### config.mk
export PLATFORM = sky130hd
export DESIGN_NAME = cmd_frame_receiver
export DESIGN_NICKNAME = d
export VERILOG_FILES = /design/src/rtl/cmd_frame_receiver.sv
export SDC_FILE = /design/constraint.sdc
export NUM_CORES = 1
export LEC_CHECK = 0
export BUFFER_PORTS_ARGS = -buffer_cell sky130_fd_sc_hd__buf_4
export CAP_MARGIN = 30
export CORE_MARGIN = 5
export CORE_UTILIZATION = 28
export DETAILED_ROUTE_END_ITERATION = 6
export PLACE_DENSITY = 0.45
export SYNTH_ARGS = -nofsm -noshare
export SYNTH_HDL_FRONTEND = slang
export SYNTH_SLANG_ARGS = --single-unit
### constraint.sdc
create_clock -name clk -period 2.7 [get_ports clk]
set_input_delay 0.675 -clock clk [delete_from_list [all_inputs] [get_ports clk]]
set_output_delay 0.675 -clock clk [all_outputs]
set_load 0.01 [all_outputs]
### src/rtl/cmd_frame_receiver.sv
`default_nettype none
// ============================================================================
// Module      : cmd_frame_receiver
// Description : Serial framed-command deserialiser with header check, gap
//               timeout and valid/ack output slot. Optional trailing
//               even-parity bit enabled by CMDFRAME_PARITY_EN.
// Revision    : 1.0 - initial release
// ============================================================================
module cmd_frame_receiver #(
    parameter int               CMD_W       = 2,
    parameter int               HDR_W       = 3,
    parameter logic [HDR_W-1:0] HDR_PATTERN = 3'b101,
    parameter int               GAP_MAX     = 4
) (
    input  logic             clk,
    input  logic             rst,
    input  logic             data,
    input  logic             receive,
    output logic [CMD_W-1:0] command,
    output logic             cmd_valid,
    input  logic             cmd_ack,
    output logic             busy,
    output logic             empty,
    output logic             err_header,
    output logic             err_overflow,
    output logic             err_timeout
`ifdef CMDFRAME_PARITY_EN
    ,
    output logic             err_parity
`endif
);

`ifdef CMDFRAME_PARITY_EN
    localparam int PAR_W = 1;
`else
    localparam int PAR_W = 0;
`endif
    localparam int FRAME_W = HDR_W + CMD_W + PAR_W;
    localparam int CNT_W   = $clog2(FRAME_W + 1);
    localparam int GAP_W   = $clog2(GAP_MAX + 1);

    localparam logic [CNT_W-1:0] C_CNT_LAST = CNT_W'(FRAME_W - 1);
    localparam logic [GAP_W-1:0] C_GAP_LAST = GAP_W'(GAP_MAX - 1);

    typedef enum logic [0:0] {
        S_IDLE  = 1'b0,
        S_SHIFT = 1'b1
    } state_t;

    state_t             r_state;
    logic [FRAME_W-1:0] r_shreg;
    logic [CNT_W-1:0]   r_cnt;
    logic [GAP_W-1:0]   r_gap;

    logic [FRAME_W-1:0] w_frame;
    logic [HDR_W-1:0]   w_hdr;
    logic [CMD_W-1:0]   w_cmd;
    logic               w_slot_free;

    // Completion is judged on the frame including the bit sampled this edge
    assign w_frame     = {r_shreg[FRAME_W-2:0], data};
    assign w_hdr       = w_frame[FRAME_W-1 -: HDR_W];
    assign w_cmd       = w_frame[PAR_W +: CMD_W];
    assign w_slot_free = !cmd_valid || cmd_ack;

`ifdef CMDFRAME_PARITY_EN
    logic w_par_ok;
    assign w_par_ok = ~^w_frame[CMD_W:0];
`endif

    assign busy  = (r_state == S_SHIFT);
    assign empty = (r_state == S_IDLE) && !cmd_valid && (r_shreg == '0);

    always_ff @(posedge clk or posedge rst) begin
        if (rst) begin
            r_state      <= S_IDLE;
            r_shreg      <= '0;
            r_cnt        <= '0;
            r_gap        <= '0;
            command      <= '0;
            cmd_valid    <= 1'b0;
            err_header   <= 1'b0;
            err_overflow <= 1'b0;
            err_timeout  <= 1'b0;
`ifdef CMDFRAME_PARITY_EN
            err_parity   <= 1'b0;
`endif
        end else begin
            err_header   <= 1'b0;
            err_overflow <= 1'b0;
            err_timeout  <= 1'b0;
`ifdef CMDFRAME_PARITY_EN
            err_parity   <= 1'b0;
`endif
            if (cmd_ack && cmd_valid) begin
                cmd_valid <= 1'b0;
            end

            case (r_state)
                S_IDLE: begin
                    if (receive) begin
                        r_shreg <= w_frame;
                        r_cnt   <= CNT_W'(1);
                        r_gap   <= '0;
                        r_state <= S_SHIFT;
                    end
                end
                S_SHIFT: begin
                    if (receive) begin
                        r_shreg <= w_frame;
                        r_gap   <= '0;
                        if (r_cnt == C_CNT_LAST) begin
                            r_cnt   <= '0;
                            r_state <= S_IDLE;
                            if (w_hdr != HDR_PATTERN) begin
                                err_header <= 1'b1;
`ifdef CMDFRAME_PARITY_EN
                            end else if (!w_par_ok) begin
                                err_parity <= 1'b1;
`endif
                            end else if (w_slot_free) begin
                                command   <= w_cmd;
                                cmd_valid <= 1'b1;
                            end else begin
                                err_overflow <= 1'b1;
                            end
                        end else begin
                            r_cnt <= r_cnt + 1'b1;
                        end
                    end else if (r_gap == C_GAP_LAST) begin
                        // Gap limit reached: abandon the partial frame
                        err_timeout <= 1'b1;
                        r_shreg     <= '0;
                        r_cnt       <= '0;
                        r_gap       <= '0;
                        r_state     <= S_IDLE;
                    end else begin
                        r_gap <= r_gap + 1'b1;
                    end
                end
                default: r_state <= S_IDLE;
            endcase
        end
    end

endmodule
`default_nettype wire

### Word level (Yosys, flattened, before mapping)

Cells that the tools add are included.

* bits of input ports: 5
* output and inout port bits: 8
* register bits after elaboration: 18

* equal/unequal tests: 5
* add/subtract/negate cells: 2
* muxes and demuxes: 36
* bitwise logic cells: 2
* reductions and logical operators: 8

Operators by type and width (number)
* $mux 1: 22
* $mux 3: 7
* $mux 5: 3
* $pmux 3 s2: 2
* $pmux 5 s2: 1
* $add 3x1->3 const B: 2
* $logic_not 5->1: 1
* $reduce_and 5->1: 1
* $eq 3x2->1 const B: 1
* $eq 3x3->1 const B: 1
* $logic_and 1x1->1: 3
* $ne 3x2->1 const B: 1
* $ne 3x3->1 const B: 1
* $ne 2x2->1 const B: 1
* $not 1->1: 2
* $pmux 1 s2: 1
* $reduce_and 2->1: 1
* $logic_not 1->1: 1
* $logic_or 1x1->1: 1

### Depth between registers and ports, before layout

* word-level depth: 7
* mapped depth: 5
* depth with buffers taken out: 5

### Least setup slack after synthesis

No wires, ideal clock.

* path kind: register to output
* start point: register cmd_valid
* end point: output empty
* setup slack: 0.747 ns
* arrival: 1.278 ns
* cell stages (with the launch flop): 3
* path buffers: 0
* path through: dfrtp_1 or4_1 nor4_1

* word-level cells in the longest chain between the ends: 3

Ends and longest elaborated chain
* start, declared: line 20 `output logic cmd_valid,`
* start signal, assigned: line 81 `cmd_valid <= 1'b0;`
* start signal, assigned: line 96 `cmd_valid <= 1'b0;`
* start signal, assigned: line 123 `cmd_valid <= 1'b1;`
* $logic_not 1->1: line 72 `assign empty = (r_state == S_IDLE) && !cmd_valid && (r_shreg == '0);`
* $logic_and 1x1->1 (2 in series): line 72
* end, declared: line 23 `output logic empty,`

Every way passes these cells.

### Worst setup path after layout

Same ends and word-level chain as after synthesis.

==> reports/results.ini <==
[cells_and_area]
fin_util_pct=34.7
multi_input_comb_area_um2=339
syn_to_final_growth_pct=17.7
ff_latch_area_um2=450
final_nets=93
insertedDiodeCount=0
drive_gt1_share_pct=22.9
stdcell_count=114
fillers=275

[critical_path]
rr_worst_depth=5
end_kind=primary output
arrival_ps=1580
worstPathMaxFanout=3
cp_slowest_cell=or4_1
critical_path_required_ps=2030
critPathBufInv=1
crit_family=simple AND/OR/NAND/NOR gates
r2r_slack_ps=1070
worstPathCellList=or4_1 > nor4_1 > buf_4
rr_endpoint=command[0]$_DFFE_PP0P_
cpPeakStageDelay_ps=530
setup.worst_path.start=cmd_valid$_DFF_PP0_
critical_path_class=register to primary output
worstSetupStartpointType=register
r2r_start=r_cnt[0]$_DFFE_PP0P_

[floorplanning]
core_area_mm2=0.00276
die_h_um=63.9
num_io_pins=13
initial_core_util_pct=29.4
dieArea_mm2=0.00408
die-width_um=63.9
row_count=19

[logic_synthesis]
yosysMostFrequentCell=dfrtp_1
ys.flop_type=dfrtp_1
synth_fa_ha_area_share_pct=4.62
async_flop_share_pct=100
muxShareOfSynthArea_pct=2.77
synthCells=70
seq_area_frac_synth_pct=55.5
synth_xor_area_share_pct=0
yosysTopAreaCell=dfrtp_1
avgSynthCellArea_um2=11.6
synth_seq_cells=18
syn_area_um2=812
yosysWarnings=0
syn_nets=78
synth_simple_gate_area_share_pct=20.8
synth_edf_count=0
synthTopCellsByArea=dfrtp_1, a22o_1, ha_1
synth_common_cells=dfrtp_1, a22o_1, inv_1, nand2_1, nand2b_1
synth_top_area_share_pct=55.5
synth_compound_area_share_pct=13.6
synth_cell_types=25
synth_top_family_by_area=simple AND/OR/NAND/NOR gates

[power_and_ir_drop]
power_density_mw_per_mm2=615
max-vdd-ir-drop_uv=376
total_leakage_power_nw=0.476
p_total_mw=0.588

[clock_tree]
clkSlewWorstSetupHoldPaths_ps=100
numCtsBuffers=3
clk_latency_ps=290
tritoncts=built
cts-resized-gates=0
cts-root-buf=clkbuf_4
holdBufCountCts=0
htree_num_levels=1
clock_path_buffers=2
cts_sinks=18
post_cts_buffers=0

[hold_path]
hold_path.class=primary input to async pin

[route]
dr.pass1.iters=4
drc=0
totalWireLength_um=1600
wl_per_cell_um=14.0
ant_nets=0
vias=562
vias_per_cell=4.93
drt-initial-drc-count=14

[sta]
fin_crit_sh_pct=83.5
relSlewSlack_pct=53.3
setup_tns_ps=0
fmax_mhz=444
rsz0062_at_grt=no
drv_slew=0
finClkSkew_ps=1.85
min_period_ps=2250
finalHoldViolations=0
tightest_slew_ps=699
hold_slack_ps=491
setup_viol=0

[placed_design]
place_inst=111
portBuffers=12
dpl.hpwl_um=1090
gp_congestion=0.793

[grt]
track_usage_pct=8.35
overflow=0
antenna_found_initial=0
grt_util_met3_pct=4.73
grtUsageMet2_pct=11.6
gr-usage-met1_pct=11.4
grt_max_degree=19
grt_pass1_wl_um=2680
busiest_layer=met2
grt_pass1_vias=532

[job]
maxCapViolations=0

[status]
outcome=complete, no violations

## placed cells by master, fill, tap and decap left out, drive strengths merged, types with 2 or more instances in the layout
master  Yosys  layout
mux2        2       2
nand2b      4       4
o21ai       3       3
nor2        3       3
ha          3       3
a22o        7       7
nand3b      2       2
nor2b       2       2
nor3b       2       2
a21oi       2       2
buf         0      12
dfrtp      18      18
clkbuf      2       3
nand2       5       5
nand3       2       2
inv         4       4
## how the worst max path moves through the flow
stage	to	slack (ps)	depth (start not counted)
6_report	empty	450	3
5_1_grt	empty	330	3
4_1_cts	empty	430	3
3_5_place_dp	empty	770	3
3_3_place_gp	empty	760	3
2_1_floorplan	empty	750	2
## cell type report
cell class              instances  area share (%)
well taps                      31            4.06
flip-flops and latches         18            47.1
inverters                       4            1.57
multi-input cells              46            35.5
repair buffers                 12            9.42
clock buffers                   3            2.36
## report_power, final
group,switching (mW),internal (mW)
combinational,0.0562,0.0601
sequential,0.0366,0.304
clock,0.0797,0.0518
## state kept, by name, summed over array words and instances (netlist names)
register,flops
err_timeout,1
busy,1
r_gap,3
command,2
err_header,1
r_shreg,5
err_overflow,1
cmd_valid,1
r_cnt,3
## logic make-up after synthesis
| family | after synthesis |
|---|---|
| and+or+nand+nor | 26 |
| AOI/OAI and AO/OA | 15 |
| buffers and inverters | 6 |
| DFF | 18 |
| muxes | 2 |
| adders and majority gates | 3 |
## stage by stage
step                area, µm²  setup slack [ps]
floorplan                 812               747
global placement          933               759
CTS                       956               426
detailed placement        933               775
finish                    956               446
global route              956               332
## layer usage
metal | vias to the layer above | share of wire, %
li1 | 279 | -
met1 | 268 | 51
met2 | 13 | 42
met3 | 2 | 6.6
met4 | 0 | 0.88
met5 | - | 0
Note: power is estimated with default switching activity, not from simulation.
